**src/rtl/cmd_rx_frame.sv**
```systemverilog
// cmd_rx_frame: assembles 6-byte command frames (HEAD, dev, mod, addr, data, chk)
// from a byte stream, checks the 8-bit additive checksum, and presents the
// decoded fields with a one-cycle cmdr_vld pulse. Aborts partial frames on an
// inter-byte timeout counted in 1 us ticks and keeps saturating error counts.
//
// Handshake: byte_in is valid only in cycles where byte_vld is high. There is
// no ready/backpressure. Every strobed byte is consumed in that cycle.
// cmdr_vld is a one-cycle pulse with no ready. The downstream stage must take
// cmdr_* in the pulse cycle. The fields then hold until the next good frame.
module cmd_rx_frame #(
  parameter logic [7:0]  HEAD       = 8'hA5,
  parameter int unsigned TIMEOUT_US = 1000
) (
  input  logic       clk_sys,
  input  logic       rst_n,
  input  logic       pluse_us,
  input  logic [7:0] byte_in,
  input  logic       byte_vld,
  output logic [7:0] cmdr_dev,
  output logic [7:0] cmdr_mod,
  output logic [7:0] cmdr_addr,
  output logic [7:0] cmdr_data,
  output logic       cmdr_vld,
  output logic       frame_busy,
  output logic [7:0] err_cnt,
  output logic [7:0] to_cnt,
  output logic [2:0] dbg_state
);

  localparam logic [2:0] S_IDLE = 3'd0;
  localparam logic [2:0] S_DEV  = 3'd1;
  localparam logic [2:0] S_MOD  = 3'd2;
  localparam logic [2:0] S_ADDR = 3'd3;
  localparam logic [2:0] S_DATA = 3'd4;
  localparam logic [2:0] S_CHK  = 3'd5;

  // The abort fires on the tick that would bring the count to TIMEOUT_US.
  localparam logic [15:0] TMO_LAST = 16'(TIMEOUT_US - 1);

  logic [2:0]  state_q, state_d;
  logic [7:0]  sum_q, sum_d;
  logic [7:0]  sh_dev_q, sh_dev_d;
  logic [7:0]  sh_mod_q, sh_mod_d;
  logic [7:0]  sh_addr_q, sh_addr_d;
  logic [7:0]  sh_data_q, sh_data_d;
  logic [7:0]  dev_q, dev_d;
  logic [7:0]  mod_q, mod_d;
  logic [7:0]  addr_q, addr_d;
  logic [7:0]  data_q, data_d;
  logic        vld_q, vld_d;
  logic [15:0] tmo_q, tmo_d;
  logic [7:0]  err_q, err_d;
  logic [7:0]  to_q, to_d;

  // Next-state logic: frame FSM, field capture, timeout and error counters.
  always_comb begin
    state_d   = state_q;
    sum_d     = sum_q;
    sh_dev_d  = sh_dev_q;
    sh_mod_d  = sh_mod_q;
    sh_addr_d = sh_addr_q;
    sh_data_d = sh_data_q;
    dev_d     = dev_q;
    mod_d     = mod_q;
    addr_d    = addr_q;
    data_d    = data_q;
    vld_d     = 1'b0;
    tmo_d     = tmo_q;
    err_d     = err_q;
    to_d      = to_q;

    if (byte_vld) begin
      // A byte always restarts the inter-byte timer. This also covers a byte
      // that arrives on the terminal tick.
      tmo_d = 16'd0;
      case (state_q)
        S_IDLE: begin
          if (byte_in == HEAD) state_d = S_DEV;
        end
        S_DEV: begin
          sh_dev_d = byte_in;
          sum_d    = byte_in;
          state_d  = S_MOD;
        end
        S_MOD: begin
          sh_mod_d = byte_in;
          sum_d    = sum_q + byte_in;
          state_d  = S_ADDR;
        end
        S_ADDR: begin
          sh_addr_d = byte_in;
          sum_d     = sum_q + byte_in;
          state_d   = S_DATA;
        end
        S_DATA: begin
          sh_data_d = byte_in;
          sum_d     = sum_q + byte_in;
          state_d   = S_CHK;
        end
        S_CHK: begin
          state_d = S_IDLE;
          if (byte_in == sum_q) begin
            dev_d  = sh_dev_q;
            mod_d  = sh_mod_q;
            addr_d = sh_addr_q;
            data_d = sh_data_q;
            vld_d  = 1'b1;
          end else if (err_q != 8'hFF) begin
            err_d = err_q + 8'd1;
          end
        end
        default: state_d = S_IDLE;
      endcase
    end else if (state_q == S_IDLE) begin
      tmo_d = 16'd0;
    end else if (pluse_us) begin
      if (tmo_q == TMO_LAST) begin
        state_d = S_IDLE;
        tmo_d   = 16'd0;
        if (to_q != 8'hFF) to_d = to_q + 8'd1;
      end else begin
        tmo_d = tmo_q + 16'd1;
      end
    end
  end

  // State and datapath registers, asynchronously cleared.
  always_ff @(posedge clk_sys or negedge rst_n) begin
    if (!rst_n) begin
      state_q   <= S_IDLE;
      sum_q     <= 8'd0;
      sh_dev_q  <= 8'd0;
      sh_mod_q  <= 8'd0;
      sh_addr_q <= 8'd0;
      sh_data_q <= 8'd0;
      dev_q     <= 8'd0;
      mod_q     <= 8'd0;
      addr_q    <= 8'd0;
      data_q    <= 8'd0;
      vld_q     <= 1'b0;
      tmo_q     <= 16'd0;
      err_q     <= 8'd0;
      to_q      <= 8'd0;
    end else begin
      state_q   <= state_d;
      sum_q     <= sum_d;
      sh_dev_q  <= sh_dev_d;
      sh_mod_q  <= sh_mod_d;
      sh_addr_q <= sh_addr_d;
      sh_data_q <= sh_data_d;
      dev_q     <= dev_d;
      mod_q     <= mod_d;
      addr_q    <= addr_d;
      data_q    <= data_d;
      vld_q     <= vld_d;
      tmo_q     <= tmo_d;
      err_q     <= err_d;
      to_q      <= to_d;
    end
  end

  assign cmdr_dev   = dev_q;
  assign cmdr_mod   = mod_q;
  assign cmdr_addr  = addr_q;
  assign cmdr_data  = data_q;
  assign cmdr_vld   = vld_q;
  assign frame_busy = (state_q != S_IDLE);
  assign err_cnt    = err_q;
  assign to_cnt     = to_q;
  assign dbg_state  = state_q;

endmodule

```
**config.mk**
```make
export PLATFORM = sky130hd
export DESIGN_NAME = cmd_rx_frame
export DESIGN_NICKNAME = d
export VERILOG_FILES = /design/src/rtl/cmd_rx_frame.sv
export SDC_FILE = /design/constraint.sdc
export NUM_CORES = 1
export LEC_CHECK = 0
export CORE_ASPECT_RATIO = 0.6
export CORE_MARGIN = 5
export CORE_UTILIZATION = 30
export DETAILED_ROUTE_END_ITERATION = 16
export PLACE_DENSITY = 0.51
export SLEW_MARGIN = 20
export SYNTH_ARGS = -nofsm -noshare
export SYNTH_HDL_FRONTEND = slang
export SYNTH_SLANG_ARGS = --single-unit
```
**constraint.sdc**
```tcl
create_clock -name clk_sys -period 3.73 [get_ports clk_sys]
set_clock_uncertainty 0.15 [all_clocks]
set_input_delay 0.746 -clock clk_sys [delete_from_list [all_inputs] [get_ports clk_sys]]
set_output_delay 0.746 -clock clk_sys [all_outputs]
set_load 0.05 [all_outputs]
```
==> results.py <==
metrics = {
    "setup_path": {
        "cp_max_fo": 12,
        "cpMaxStageDelayCell": "clkdlybuf4s50_1",
        "critPathArrivalTime_ps": 2170,
        "critPathRequiredTime_ps": 2830,
        "critPathLaunchType": "flop",
        "end_kind": "primary output",
        "crit_chain": "nor3_1 -> inv_1 -> clkdlybuf4s50_1",
        "cp_slowest_stage_delay_ps": 740,
        "worstSetupPathType": "reg2out",
    },
    "sta": {
        "tns_ps": 0,
        "max_freq_ghz": 0.3264,
        "layout_min_cycle_time_ps": 3064,
        "maxSlewViolCount": 0,
        "fin_crit_sh": 0.8214,
        "tightest_slew_ps": 748.1,
        "rsz0062_at_grt": "no",
        "finalHoldViolations": 0,
        "setup_ws_ps": 666.2,
        "relSlewSlack": 0.5013,
        "setup_violations": 0,
    },
    "placed_design": {
        "dp_hpwl_mm": 8.018,
        "place_congestion": 0.8289,
        "pre_cts_ws_ps": 580.2,
        "port_buffers": 64,
        "placed_area_um2": 5837,
    },
    "detailed_routing": {
        "via_count": 3295,
        "routed_wl_mm": 11.05,
        "drcViolationCount": 0,
        "viasPerCell": 4.810,
        "first_pass_iters": 4,
        "ant_nets": 0,
        "drt_iter0_drc": 219,
        "wl_per_cell_um": 16.13,
    },
    "synth": {
        "syn_area_um2": 4896,
        "seq_area_frac_synth": 0.5520,
        "syn-num-nets": 420,
        "synth_area_per_cell_um2": 12.33,
        "synthCells": 397,
        "yosys_most_used_dff": "dfrtp_1",
        "ys_warn_count": 0,
        "synthDistinctLibCells": 50,
        "synth_edf_count": 0,
        "ys_ff_latch": 108,
        "synth-async-reset-ratio": 1.000,
    },
    "power": {
        "power_mw": 3.612,
        "p_leak_nw": 2.709,
        "ir_worst_vdd_v": 0.0002346,
        "p_per_area_nw_per_um2": 588.4,
    },
    "clock_network": {
        "htreeDepth": 3,
        "cts_tree": "done",
        "clockBufferDepth": 2,
        "cts_setup_buffers": 0,
        "cts_root_buf": "clkbuf_16",
        "post_cts_resized": 0,
        "numCtsBuffers": 9,
        "cts_hold_buf": 0,
        "insertion_delay_ps": 350,
        "cts.sinks": 108,
        "clk_pin_slew_ps": 80,
    },
    "global_routing": {
        "antenna_found_initial": 0,
        "grt_pass1_wl_mm": 18.30,
        "grtUsageTotal": 0.1225,
        "grt_max_degree": 58,
        "gr-total-overflow": 0,
        "grt_pass1_vias": 3296,
    },
    "floorplanning": {
        "io_pins": 65,
        "rows": 36,
        "die_h_um": 109.0,
        "coreArea_um2": 16130,
        "die_width_um": 174.9,
        "start_util": 0.3036,
        "dieArea_um2": 19060,
    },
    "outcome": {
        "outcome": "complete, no violations",
    },
    "final_layout": {
        "drive_gt1_frac": 0.2227,
        "final_util": 0.3807,
        "fillers": 1539,
        "nets": 494,
        "num_antenna_cells": 0,
        "layout_commonest_cell": "dfrtp_1",
        "area_growth_syn_to_layout_pct": 25.38,
        "fin_area_um2": 6138,
        "final_cell_mix": "dfrtp_1 (108), mux2_2 (67), clkdlybuf4s50_1 (63), xnor2_1 (24), nor2_1 (24)",
    },
    "min_path": {
        "hold_path.class": "in2async",
    },
    "run": {
        "drv_cap": 0,
    },
}
==> cells in the mapped netlist, types with 3 or more instances <==
cell,number,area [µm²]
buf_2,6,30.03
nand2b_1,5,31.28
dfrtp_1,108,2703
nand4_1,8,50.05
nor3_1,10,50.05
o21ai_0,15,75.07
a21oi_1,10,50.05
inv_1,8,30.03
and4_1,4,35.03
ha_1,10,125.1
o21a_1,3,22.52
xor2_1,6,52.55
nand2_1,19,71.32
nand3_1,12,60.06
mux2_2,67,754.5
clkbuf_1,9,33.78
nor2b_1,4,25.02
and3_1,7,43.79
mux2i_1,4,40.04
xnor2_1,24,210.2
nor2_1,24,90.09
==> where the power goes <==
group | total, mW | switching [mW] | leakage, nW | internal (mW)
clock | 0.956 | 0.477 | 0.149 | 0.478
combinational | 1.06 | 0.569 | 1.13 | 0.489
sequential | 1.60 | 0.181 | 1.43 | 1.42
total | 3.61 | 1.23 | 2.71 | 2.39
==> state kept, by name, indices dropped and copies added, names as in the netlist <==
signal,count
tmo_q,16
cmdr_addr,8
cmdr_data,8
cmdr_dev,8
cmdr_mod,8
err_cnt,8
sh_addr_q,8
sh_data_q,8
sh_dev_q,8
sh_mod_q,8
sum_q,8
to_cnt,8
dbg_state,3
cmdr_vld,1
==> path summary, 6_finish.rpt <==
kind	start	end	slack [ps]	depth (start not counted)
hold reg to reg	sh_addr_q[1]	sh_addr_q[1]	340	2
setup reg to reg	tmo_q[4]	to_cnt[1]	1270	4
hold / removal	rst_n	to_cnt[3]	310	1
setup / recovery	dbg_state[1]	frame_busy	670	3
max in group asynchronous	rst_n	cmdr_addr[4]	2200	2
min in group clk_sys	sh_addr_q[1]	sh_addr_q[1]	340	2
==> kinds of logic after synthesis <==
group / count (synthesis) / share of synthesized area
simple gates: 109 / 0.1234
flops: 108 / 0.5520
mux: 72 / 0.1646
compound gates: 43 / 0.05597
xor+xnor: 30 / 0.05367
buf+inv: 24 / 0.02070
fa+ha+maj: 11 / 0.02964
==> metal layers <==
layer | track usage | share of wire | vias up
met2 | 0.1757 | 0.42 | 75
li1 | - | - | 1557
met4 | 0.03193 | 0.0088 | 0
met5 | 0 | 0 | -
met1 | 0.1815 | 0.52 | 1653
met3 | 0.03430 | 0.050 | 10
==> layout make-up <==
| type | count | area [µm²] | area share |
|---|---|---|---|
| clock inverters | 7 | 76.32 | 0.01243 |
| inverters | 8 | 30.03 | 0.004892 |
| multi-input cells | 265 | 2092 | 0.3408 |
| well taps | 209 | 261.5 | 0.04260 |
| flip-flops and latches | 108 | 2703 | 0.4403 |
| clock buffers | 9 | 225.2 | 0.03669 |
| repair buffers | 79 | 750.7 | 0.1223 |
==> through the flow <==
stage,cells,hold WS (ps)
CTS,685,338.0
detailed placement,669,328.8
global placement,669,314.9
global route,685,370.2
floorplan,397,296.0
finish,685,308.7
==> worst max-delay path: cells and delay by family, from the launching register on <==
family                 cells  cell delay [ps]
AND/OR/NAND/NOR            1              390
buffers and inverters      2              900
flip-flops                 1              520
No activity file was read; power rests on OpenSTA's default activity.
